### src/rtl/bpu_pkg.sv
`default_nettype none
// ============================================================================
// Module   : bpu_pkg
// Purpose  : Shared types for the branch target buffer. Holds the 2-bit
//            direction-counter encoding, the allocation state for new
//            entries and a reference layout of one BTB entry.
// Ports    : none (package)
// Revision : 1.0  initial release
// ============================================================================
package bpu_pkg;

  // Direction counter. Bit 1 is the predicted direction, so the two
  // "taken" states share dir[1] = 1.
  typedef enum logic [1:0] {
    STRONG_NT = 2'b00,
    WEAK_NT   = 2'b01,
    WEAK_T    = 2'b10,
    STRONG_T  = 2'b11
  } dir_t;

  // A freshly allocated entry has just been seen taken once.
  localparam dir_t DIR_ALLOC = WEAK_T;

  // Layout of one entry at the default geometry. The BTB itself uses a
  // parameter-sized copy of this layout and keeps the valid bits in a
  // separate vector so only they need the asynchronous reset.
  localparam int BTB_DEF_WIDTH    = 32;
  localparam int BTB_DEF_TAG_BITS = 8;

  typedef struct packed {
    logic                        valid;
    logic [BTB_DEF_TAG_BITS-1:0] tag;
    logic [BTB_DEF_WIDTH-1:0]    target;
    logic                        jump;
    dir_t                        dir;
  } btb_entry_t;

  function automatic logic dir_predicts_taken(input dir_t d);
    return d[1];
  endfunction

endpackage
`default_nettype wire

### src/rtl/bpu_btb_if.sv
`default_nettype none
// ============================================================================
// Module   : bpu_btb_if
// Purpose  : Bundle between the pipeline and the branch target buffer.
// Ports    : master - pipeline side: drives PCF and the Execute resolution
//                     fields, receives prediction, flush and counters.
//            slave  - BTB side (opposite directions).
// Revision : 1.0  initial release
// ============================================================================
interface bpu_btb_if #(
  parameter int WIDTH    = 32,
  parameter int CNT_BITS = 32
) ();

  // Fetch lookup
  logic [WIDTH-1:0]    PCF;
  logic                PredTakenF;
  logic [WIDTH-1:0]    PredTargetF;

  // Execute resolution / training
  logic                UpdValidE;
  logic                IsJumpE;
  logic                TakenE;
  logic [WIDTH-1:0]    PCE;
  logic [WIDTH-1:0]    TargetE;
  logic                PredTakenE;
  logic [WIDTH-1:0]    PredTargetE;

  // Mispredict recovery
  logic                FlushBranch;
  logic [WIDTH-1:0]    RedirectPC;

  // Performance counters
  logic [CNT_BITS-1:0] BranchCount;
  logic [CNT_BITS-1:0] MispredCount;

  modport master (
    output PCF, UpdValidE, IsJumpE, TakenE, PCE, TargetE, PredTakenE, PredTargetE,
    input  PredTakenF, PredTargetF, FlushBranch, RedirectPC, BranchCount, MispredCount
  );

  modport slave (
    input  PCF, UpdValidE, IsJumpE, TakenE, PCE, TargetE, PredTakenE, PredTargetE,
    output PredTakenF, PredTargetF, FlushBranch, RedirectPC, BranchCount, MispredCount
  );

endinterface
`default_nettype wire

### src/rtl/sat_counter2.sv
`default_nettype none
// ============================================================================
// Module   : sat_counter2
// Purpose  : Next state of a 2-bit saturating direction counter.
// Ports    : i_dir   - current counter state
//            i_taken - resolved direction
//            o_dir   - next counter state (saturates at both ends)
// Revision : 1.0  initial release
// ============================================================================
module sat_counter2
  import bpu_pkg::*;
(
  input  dir_t i_dir,
  input  logic i_taken,
  output dir_t o_dir
);

  always_comb begin
    o_dir = i_dir;
    case (i_dir)
      STRONG_NT: o_dir = i_taken ? WEAK_NT  : STRONG_NT;
      WEAK_NT:   o_dir = i_taken ? WEAK_T   : STRONG_NT;
      WEAK_T:    o_dir = i_taken ? STRONG_T : WEAK_NT;
      STRONG_T:  o_dir = i_taken ? STRONG_T : WEAK_T;
      default:   o_dir = i_dir;
    endcase
  end

endmodule
`default_nettype wire

### src/rtl/bpu_btb.sv
`default_nettype none
// ============================================================================
// Module   : bpu_btb
// Purpose  : Direct-mapped branch target buffer with per-entry 2-bit
//            direction counters. Looked up combinationally on PCF, trained
//            from Execute, detects mispredictions and supplies the flush and
//            corrected fetch PC. Counts resolved branches and mispredicts.
// Ports    : clk - clock, all state on the rising edge
//            rst - asynchronous active-low reset
//            bus - bpu_btb_if.slave (PCF / Pred*F lookup, *E training,
//                  FlushBranch / RedirectPC, BranchCount / MispredCount)
// Revision : 1.0  initial release
// ============================================================================
module bpu_btb
  import bpu_pkg::*;
#(
  parameter int WIDTH    = 32,
  parameter int ENTRIES  = 16,
  parameter int TAG_BITS = 8,
  parameter int CNT_BITS = 32
) (
  input  logic     clk,
  input  logic     rst,
  bpu_btb_if.slave bus
);

  localparam int IDX_BITS = $clog2(ENTRIES);

  typedef struct packed {
    logic [TAG_BITS-1:0] tag;
    logic [WIDTH-1:0]    target;
    logic                jump;
    dir_t                dir;
  } entry_t;

  // --------------------------------------------------------------------------
  // State
  // --------------------------------------------------------------------------
  logic [ENTRIES-1:0]  valid_q, valid_d;
  entry_t              entry_q [ENTRIES];
  logic [CNT_BITS-1:0] branch_cnt_q, branch_cnt_d;
  logic [CNT_BITS-1:0] mispred_cnt_q, mispred_cnt_d;

  // --------------------------------------------------------------------------
  // Index / tag extraction. PC[1:0] and the bits above the tag do not take
  // part in the lookup.
  // --------------------------------------------------------------------------
  logic [IDX_BITS-1:0] f_idx, e_idx;
  logic [TAG_BITS-1:0] f_tag, e_tag;
  logic                unused_pc;

  assign f_idx = bus.PCF[IDX_BITS+1:2];
  assign f_tag = bus.PCF[TAG_BITS+IDX_BITS+1:IDX_BITS+2];
  assign e_idx = bus.PCE[IDX_BITS+1:2];
  assign e_tag = bus.PCE[TAG_BITS+IDX_BITS+1:IDX_BITS+2];
  assign unused_pc = ^{bus.PCF, bus.PCE};

  // --------------------------------------------------------------------------
  // Fetch lookup: reads the current flops, so a same-cycle update to the
  // same index is not visible until the next cycle.
  // --------------------------------------------------------------------------
  entry_t f_entry;
  logic   f_hit;
  logic   pred_taken;

  assign f_entry    = entry_q[f_idx];
  assign f_hit      = valid_q[f_idx] && (f_entry.tag == f_tag);
  assign pred_taken = f_hit && (f_entry.jump || dir_predicts_taken(f_entry.dir));

  assign bus.PredTakenF  = pred_taken;
  assign bus.PredTargetF = pred_taken ? f_entry.target : '0;

  // --------------------------------------------------------------------------
  // Mispredict detection
  // --------------------------------------------------------------------------
  logic             mispred;
  logic [WIDTH-1:0] redirect_pc;

  always_comb begin
    mispred     = 1'b0;
    redirect_pc = '0;
    if (bus.UpdValidE) begin
      if (bus.TakenE != bus.PredTakenE) begin
        mispred = 1'b1;
      end else if (bus.TakenE && (bus.TargetE != bus.PredTargetE)) begin
        mispred = 1'b1;
      end
    end
    if (mispred) begin
      redirect_pc = bus.TakenE ? bus.TargetE : bus.PCE + WIDTH'(4);
    end
  end

  assign bus.FlushBranch = mispred;
  assign bus.RedirectPC  = redirect_pc;

  // --------------------------------------------------------------------------
  // Training
  // --------------------------------------------------------------------------
  entry_t e_entry;
  logic   e_hit;
  dir_t   e_dir_next;
  logic   wr_en;
  entry_t wr_entry;

  assign e_entry = entry_q[e_idx];
  assign e_hit   = valid_q[e_idx] && (e_entry.tag == e_tag);

  sat_counter2 u_dir_next (
    .i_dir   (e_entry.dir),
    .i_taken (bus.TakenE),
    .o_dir   (e_dir_next)
  );

  always_comb begin
    valid_d  = valid_q;
    wr_en    = 1'b0;
    wr_entry = e_entry;
    if (bus.UpdValidE) begin
      if (e_hit) begin
        wr_en          = 1'b1;
        wr_entry.dir   = e_dir_next;
        wr_entry.jump  = bus.IsJumpE;
        if (bus.TakenE) begin
          wr_entry.target = bus.TargetE;
        end
      end else if (bus.TakenE) begin
        // Miss on a taken branch: allocate, evicting whatever aliased here.
        wr_en           = 1'b1;
        valid_d[e_idx]  = 1'b1;
        wr_entry.tag    = e_tag;
        wr_entry.target = bus.TargetE;
        wr_entry.jump   = bus.IsJumpE;
        wr_entry.dir    = DIR_ALLOC;
      end
    end
  end

  // Payload is qualified by valid_q, so it carries no reset.
  always_ff @(posedge clk) begin
    if (wr_en) begin
      entry_q[e_idx] <= wr_entry;
    end
  end

  // --------------------------------------------------------------------------
  // Counters (wrap naturally)
  // --------------------------------------------------------------------------
  assign branch_cnt_d  = branch_cnt_q  + CNT_BITS'(bus.UpdValidE);
  assign mispred_cnt_d = mispred_cnt_q + CNT_BITS'(mispred);

  always_ff @(posedge clk or negedge rst) begin
    if (!rst) begin
      valid_q       <= '0;
      branch_cnt_q  <= '0;
      mispred_cnt_q <= '0;
    end else begin
      valid_q       <= valid_d;
      branch_cnt_q  <= branch_cnt_d;
      mispred_cnt_q <= mispred_cnt_d;
    end
  end

  assign bus.BranchCount  = branch_cnt_q;
  assign bus.MispredCount = mispred_cnt_q;

endmodule
`default_nettype wire
### src/flat_wrapper.sv
// flat-port wrapper written by rule: the top's interface ports become plain ports
module bpu_btb_flat import bpu_pkg::*;
#(
  parameter int WIDTH    = 32,
  parameter int ENTRIES  = 16,
  parameter int TAG_BITS = 8,
  parameter int CNT_BITS = 32
)
  (clk, rst, bus_PCF, bus_UpdValidE, bus_IsJumpE, bus_TakenE, bus_PCE, bus_TargetE, bus_PredTakenE, bus_PredTargetE, bus_PredTakenF, bus_PredTargetF, bus_FlushBranch, bus_RedirectPC, bus_BranchCount, bus_MispredCount);
  bpu_btb_if #(.WIDTH(WIDTH), .CNT_BITS(CNT_BITS)) bus_i ();
  input  logic clk;
  input  logic rst;
  input wire logic [$bits(bus_i.PCF)-1:0] bus_PCF;
  input wire logic [$bits(bus_i.UpdValidE)-1:0] bus_UpdValidE;
  input wire logic [$bits(bus_i.IsJumpE)-1:0] bus_IsJumpE;
  input wire logic [$bits(bus_i.TakenE)-1:0] bus_TakenE;
  input wire logic [$bits(bus_i.PCE)-1:0] bus_PCE;
  input wire logic [$bits(bus_i.TargetE)-1:0] bus_TargetE;
  input wire logic [$bits(bus_i.PredTakenE)-1:0] bus_PredTakenE;
  input wire logic [$bits(bus_i.PredTargetE)-1:0] bus_PredTargetE;
  output wire logic [$bits(bus_i.PredTakenF)-1:0] bus_PredTakenF;
  output wire logic [$bits(bus_i.PredTargetF)-1:0] bus_PredTargetF;
  output wire logic [$bits(bus_i.FlushBranch)-1:0] bus_FlushBranch;
  output wire logic [$bits(bus_i.RedirectPC)-1:0] bus_RedirectPC;
  output wire logic [$bits(bus_i.BranchCount)-1:0] bus_BranchCount;
  output wire logic [$bits(bus_i.MispredCount)-1:0] bus_MispredCount;
  assign bus_i.PCF = bus_PCF;
  assign bus_i.UpdValidE = bus_UpdValidE;
  assign bus_i.IsJumpE = bus_IsJumpE;
  assign bus_i.TakenE = bus_TakenE;
  assign bus_i.PCE = bus_PCE;
  assign bus_i.TargetE = bus_TargetE;
  assign bus_i.PredTakenE = bus_PredTakenE;
  assign bus_i.PredTargetE = bus_PredTargetE;
  assign bus_PredTakenF = bus_i.PredTakenF;
  assign bus_PredTargetF = bus_i.PredTargetF;
  assign bus_FlushBranch = bus_i.FlushBranch;
  assign bus_RedirectPC = bus_i.RedirectPC;
  assign bus_BranchCount = bus_i.BranchCount;
  assign bus_MispredCount = bus_i.MispredCount;
  bpu_btb #(.WIDTH(WIDTH), .ENTRIES(ENTRIES), .TAG_BITS(TAG_BITS), .CNT_BITS(CNT_BITS)) u_core (.clk(clk), .rst(rst), .bus(bus_i));
endmodule
### config.mk
export PLATFORM = sky130hd
export DESIGN_NAME = bpu_btb_flat
export DESIGN_NICKNAME = d
export VERILOG_FILES = /design/src/rtl/bpu_pkg.sv /design/src/rtl/bpu_btb_if.sv /design/src/rtl/sat_counter2.sv /design/src/rtl/bpu_btb.sv /design/src/flat_wrapper.sv
export SDC_FILE = /design/constraint.sdc
export NUM_CORES = 1
export LEC_CHECK = 0
export CAP_MARGIN = 15
export CORE_MARGIN = 1.5
export CORE_UTILIZATION = 59
export DETAILED_ROUTE_END_ITERATION = 8
export GPL_ROUTABILITY_DRIVEN = 0
export PLACE_DENSITY = 0.8
export SYNTH_ARGS = -nofsm -noshare
export SYNTH_HDL_FRONTEND = slang
export SYNTH_HIERARCHICAL = 1
export SYNTH_SLANG_ARGS = --single-unit
### constraint.sdc
create_clock -name clk -period 5.65 [get_ports clk]
set_clock_uncertainty 0.2 [all_clocks]
set_input_delay 0.565 -clock clk [delete_from_list [all_inputs] [get_ports clk]]
set_output_delay 0.565 -clock clk [all_outputs]
set_load 0.02 [all_outputs]
Yosys cells after proc, flatten, opt, wreduce, memory -nomap -nowiden
Memories as Yosys holds them, arrays and structs flattened.
Cells that the tools add are included.
Word-level totals
  bits in read-only memories: 0
  memories: 1
  input bits: 134
  bits in latches: 0
  output and inout bits: 130
  memory bits (writable): 688
  bits in registers: 80
  word-level logic and storage cells: 54
Cells by class
  $add $sub $neg: 3
  eq/ne operators: 7
  reduce and logical (&&, ||, !) cells: 8
  shift-type cells: 0
  bitwise logic cells: 2
  div/mod/pow operators: 0
  $mul: 0
  magnitude comparators: 3
  multiplexer cells: 27
Memories
  u_core.entry_q: words 16, bits a word 43, rd ports 2, clocked after Yosys merged registers in 0, wr ports 1, line bpu_btb.sv:40  | entry_t entry_q [ENTRIES];
Operators with widths (number)
  two-way mux 32 bit: 4
  two-way mux 43 bit: 2
  adder 32 x 1 -> 32 bit: 2
  two-way mux 35 bit: 1
  adder 32 x 3 -> 32 bit (second input constant): 1
  != test 32 bit: 1
  equality test 8 bit: 2
  OR 16 bit: 1
  two-way mux 1 bit: 13
  less-than comparator 4 x 5 -> 1 bit (second input constant): 2
  binary-select mux 1 bit (select 4 bit): 2
  two-way mux 8 bit: 1
  one-hot mux 2 bit (4 select lines): 1
  logical AND 1 bit: 5
  demux 1 bit (select 4 bit): 1
  equality test 2 bit (second input constant): 2
  greater-or-equal comparator 4 x 1 -> 1 bit (second input constant): 1
  two-way mux 2 bit: 2
  AND reduction 3 bit: 1
  equality test 2 x 1 -> 1 bit (second input constant): 1
  logical NOT 2 bit: 1
  logical OR 1 bit: 1
  != test 1 bit: 1
  NOT 1 bit: 1

Depth between registers and ports, before layout
  depth in word-level cells: 7
  mapped depth: 16
  mapped depth without buffers: 15

By module
The synthesis kept the hierarchy.
By module, submodules not included
  bpu_btb: sequential area each 22661.7 µm², instances 1, cells each 2042, area an instance 36861.6 µm²
  sat_counter2: sequential area each 0.0 µm², instances 1, cells each 3, area an instance 26.3 µm²

Worst setup path after synthesis
No wires, ideal clock.
  kind: input port to flip-flop
  start point: input bus_PCE[2]
  end point: memory u_core/entry_q[15][0] (netlist name), enable pin
  library setup time: 0.448 ns
  setup slack: 0.350 ns
  arrival: 4.652 ns
  required time: 5.002 ns
  stages: 9
  path buffers: 2
  cell sequence: buf_6 > mux4_2 > xor2_1 > or4b_4 > a32oi_2 > o211ai_4 > a21boi_4 > buf_2 > nor2b_1
Between the ends
  word-level cells in the longest chain between the ends: 7
  elaborated cells between the ends (all ways): 9
  classes of those cells: 1 x eq/ne; 6 x mux; 1 x reduce/logical; 1 x memory
RTL lines
  start: declaration: line flat_wrapper.sv:17  | input wire logic [$bits(bus_i.PCE)-1:0] bus_PCE;
  memory read (16 x 43 bit) / binary-select mux 1 bit (select 4 bit) (equally long branches)
  equality test 8 bit / two-way mux 1 bit (equally long branches): line bpu_btb.sv:107  | assign e_hit = valid_q[e_idx] && (e_entry.tag == e_tag);
  logical AND 1 bit: line bpu_btb.sv:107
  two-way mux 1 bit: line bpu_btb.sv:120  | if (e_hit) begin
  two-way mux 1 bit: line bpu_btb.sv:119  | if (bus.UpdValidE) begin
  two-way mux 1 bit: line bpu_btb.sv:141  | if (wr_en) begin
  two-way mux 1 bit (not written as such): line bpu_btb.sv:142  | entry_q[e_idx] <= wr_entry;
  end: declaration: line bpu_btb.sv:40
Several ways; a longest one is shown, not always the timed one. The select of a mux whose other input is x is not followed.

==> flow_summary.json <==
{
  "fmax_ghz": 0.190,
  "coreArea_mm2": 0.0617,
  "whs_ps": 272,
  "synth-simple-area-share_pct": 5.23,
  "status": "finished, final reports clean",
  "start_util_pct": 59.8,
  "async_flop_share_pct": 10.4,
  "die_w_um": 253,
  "cpPeakStageDelay_ps": 630,
  "vias": 22600,
  "max-slew-margin-rel_pct": 29.4,
  "yosysSeqAreaShare_pct": 61.4,
  "fin_util_pct": 70.1,
  "cts.clk_slew.worst_paths_ps": 60,
  "synth_top_family_by_area": "multiplexers",
  "crit_required_ps": 4890,
  "hpwl_mm": 64.7,
  "syn_area_per_cell_um2": 18.0,
  "ctsLongestPathBuffers": 3,
  "synth_edf_count": 688,
  "ir_worst_vdd_mv": 0.252,
  "path_buf_inv": 2,
  "synth_xor_area_share_pct": 3.35,
  "yosys-mux-area-fraction_pct": 25.8,
  "synthFlopType": "edfxtp_1",
  "hold_viol_final": 0,
  "clk_latency_ps": 630,
  "final_common_cell": "edfxtp_1",
  "p_per_area_mw_per_mm2": 305,
  "antenna_left": 0,
  "route.detailed.drc": 0,
  "numPortBuffers": 243,
  "drive_gt1_share_pct": 26.7,
  "cp-end-kind": "output port",
  "vias_per_cell": 7.02,
  "critPathSlowestCell": "clkdlybuf4s50_1",
  "cts-buffers-inserted": 79,
  "synth-compound-area-share_pct": 2.08,
  "die_h_um": 253,
  "crit_fanout": 14,
  "syn_nets": 2187,
  "path_delay_family": "simple AND/OR/NAND/NOR gates",
  "critical_path_arrival_ps": 4500,
  "yosys.cell_types.count": 56,
  "finalSetupTns_ps": 0,
  "io_pins": 264,
  "rsz0062_at_grt": "no",
  "grt_pass1_vias": 23300,
  "start_kind": "flip-flop",
  "drv_slew": 0,
  "cts_root_buffer": "clkbuf_16",
  "synth_seq_cells": 768,
  "die-area_mm2": 0.0640,
  "nets": 2465,
  "wl_per_cell_um": 32.8,
  "htree_levels": 3,
  "wl_mm": 106,
  "tightest_slew_ps": 1060,
  "period_share_pct": 93.1,
  "dr.pass1.iters": 6,
  "drt_iter0_drc": 3205,
  "numClockSinks": 768,
  "synthAdderAreaFrac_pct": 0.332,
  "overflow": 0,
  "postCtsSetupBuffers": 0,
  "setup_viol": 0,
  "cts_tree": "yes",
  "p_leak_nw": 14.4,
  "cap_violations": 0,
  "synth_warnings": 6,
  "area_delta_synth_final_pct": 17.3,
  "antenna_found_initial": 5,
  "period_needed_ps": 5260,
  "synth_area_mm2": 0.0369,
  "rows": 91,
  "grt_max_degree": 84,
  "synthCells": 2045,
  "grt_pass1_wl_mm": 154,
  "path_class": "reg -> out",
  "final_cell_mix": "edfxtp_1 (688), mux4_2 (392), clkdlybuf4s50_1 (233)",
  "grtUsageTotal_pct": 33.8,
  "path_cells": "mux4_2 > xor2_1 > or3_1 > a21oi_1 > a31oi_1 > nor4_1 > nand3_2 > buf_4 > nor2b_1 > clkdlybuf4s50_1",
  "hold_path.class": "reg -> reg"
}
==> routing by layer <==
metal	part of all wire (%)	global-route usage (%)	vias up	routed length [µm]
li1	-	-	8943	-
met1	34	44.2	11700	36500
met2	48	53.9	1680	51000
met3	13	9.64	305	14100
met5	0.066	0	-	70
met4	4.0	13.6	10	4230
==> final timing paths <==
check	from	end	slack, ps	cells after the start
setup / recovery	u_core/entry_q[1][35]	bus_PredTargetF[8]	390	10
hold / removal	u_core/bus.BranchCount[31]	u_core/bus.BranchCount[31]	270	1
setup reg to reg	u_core/entry_q[8][36]	u_core/entry_q[13][36]	1560	8
hold reg to reg	u_core/bus.BranchCount[31]	u_core/bus.BranchCount[31]	270	1
max in group asynchronous	rst	u_core/bus.BranchCount[12]	4120	2
min in group asynchronous	rst	u_core/bus.MispredCount[28]	470	2
==> where the power goes <==
part / switching [mW] / leakage (nW) / total (mW) / internal (mW)
clock network: 2.16 / 1.23 / 5.14 / 2.99
logic: 0.858 / 5.95 / 1.53 / 0.670
registers: 0.0974 / 7.25 / 6.52 / 6.42
==> worst register-to-register path, cell delays in order (launching register included) <==
cell and delay (ps):
edfxtp_1 410, mux4_2 490, xor2_1 160, or4b_4 510
a32oi_2 390, o211ai_4 250, a21boi_4 460, and3_2 600
buf_4 310
==> logic make-up (layout without fill, tap and decap cells) <==
family | count (synthesis) | in the layout
flip-flops | 768 | 768
AND/OR/NAND/NOR | 405 | 405
adder cells (fa/ha/maj) | 10 | 10
AO/OA/AOI/OAI | 114 | 114
buffers and inverters | 148 | 490
XOR/XNOR | 141 | 141
multiplexers | 459 | 459
other | 0 | 1
==> through the flow <==
| step | cell area, µm² | std cells | power (mW) | worst slack [ps] |
|---|---|---|---|---|
| after global placement | 40700 | 3078 | 8.07 | 417 |
| after detailed placement | 40700 | 3078 | 8.12 | 419 |
| after CTS | 43300 | 3224 | 13.2 | 374 |
| after floorplan | 36900 | 2045 | 7.52 | 350 |
| final | 43300 | 3225 | 13.2 | 390 |
| after global routing | 43300 | 3224 | 13.5 | 217 |
==> synthesized netlist by cell type, types with 2 or more instances <==
cell type  number  area share, %
buf_4           3          0.061
inv_1          11           0.11
dfrtp_1        80            5.4
maj3_2          2          0.061
xor2_1         64            1.5
ha_1            8           0.27
o21bai_1       12           0.24
o2111ai_1       2          0.047
xnor2_1        77            1.8
nor2_1         84           0.85
edfxtp_1      688             56
nor2b_1        39           0.66
nand2b_1        2          0.034
and3_1         27           0.46
nand2_1       154            1.6
a41o_1          3          0.081
and4_1          7           0.17
o21ai_1         2          0.027
or3_1           4          0.068
nor4_1          8           0.14
o21ai_0        20           0.27
mux2_4          4           0.16
nand3_1        38           0.52
o211ai_1        9           0.18
a31oi_1         2          0.034
buf_6           4           0.12
a22oi_1        14           0.28
mux2i_1        55            1.5
a21oi_1        34           0.46
a211oi_1        5           0.10
mux4_2        392             24
clkbuf_1       73           0.74
a22o_1          2          0.047
and2_1          4          0.068
inv_2           2          0.020
buf_2          38           0.52
mux2_2          7           0.21
nor4_2          2          0.068
nor3_1          5          0.068
nand4_1        26           0.44
buf_1          17           0.17
==> layout make-up <==
type / instances / area [µm²]
Clock buffer: 103 / 2140
Antenna cell: 1 / 2.50
Sequential cell: 768 / 22700
Clock inverter: 42 / 382
Timing Repair Buffer: 332 / 3370
Multi-Input combinational cell: 1129 / 13600
Inverter: 13 / 48.8
Fill cell: 3869 / 18400
Tap cell: 837 / 1050
==> repair_timing <==
| item | CTS | global route |
|---|---|---|
| resized for setup | 0 | 0 |
| endpoints found under the hold margin | 80 | 0 |
| hold buffers | 1 | 0 |
==> flip-flops by register name, summed over array words and instances, names as in the netlist <==
| register | flops |
|---|---|
| u_core/entry_q | 688 |
| u_core/bus.MispredCount | 32 |
| u_core/bus.BranchCount | 32 |
| u_core/valid_q | 16 |
No activity file was read; power rests on OpenSTA's default activity.
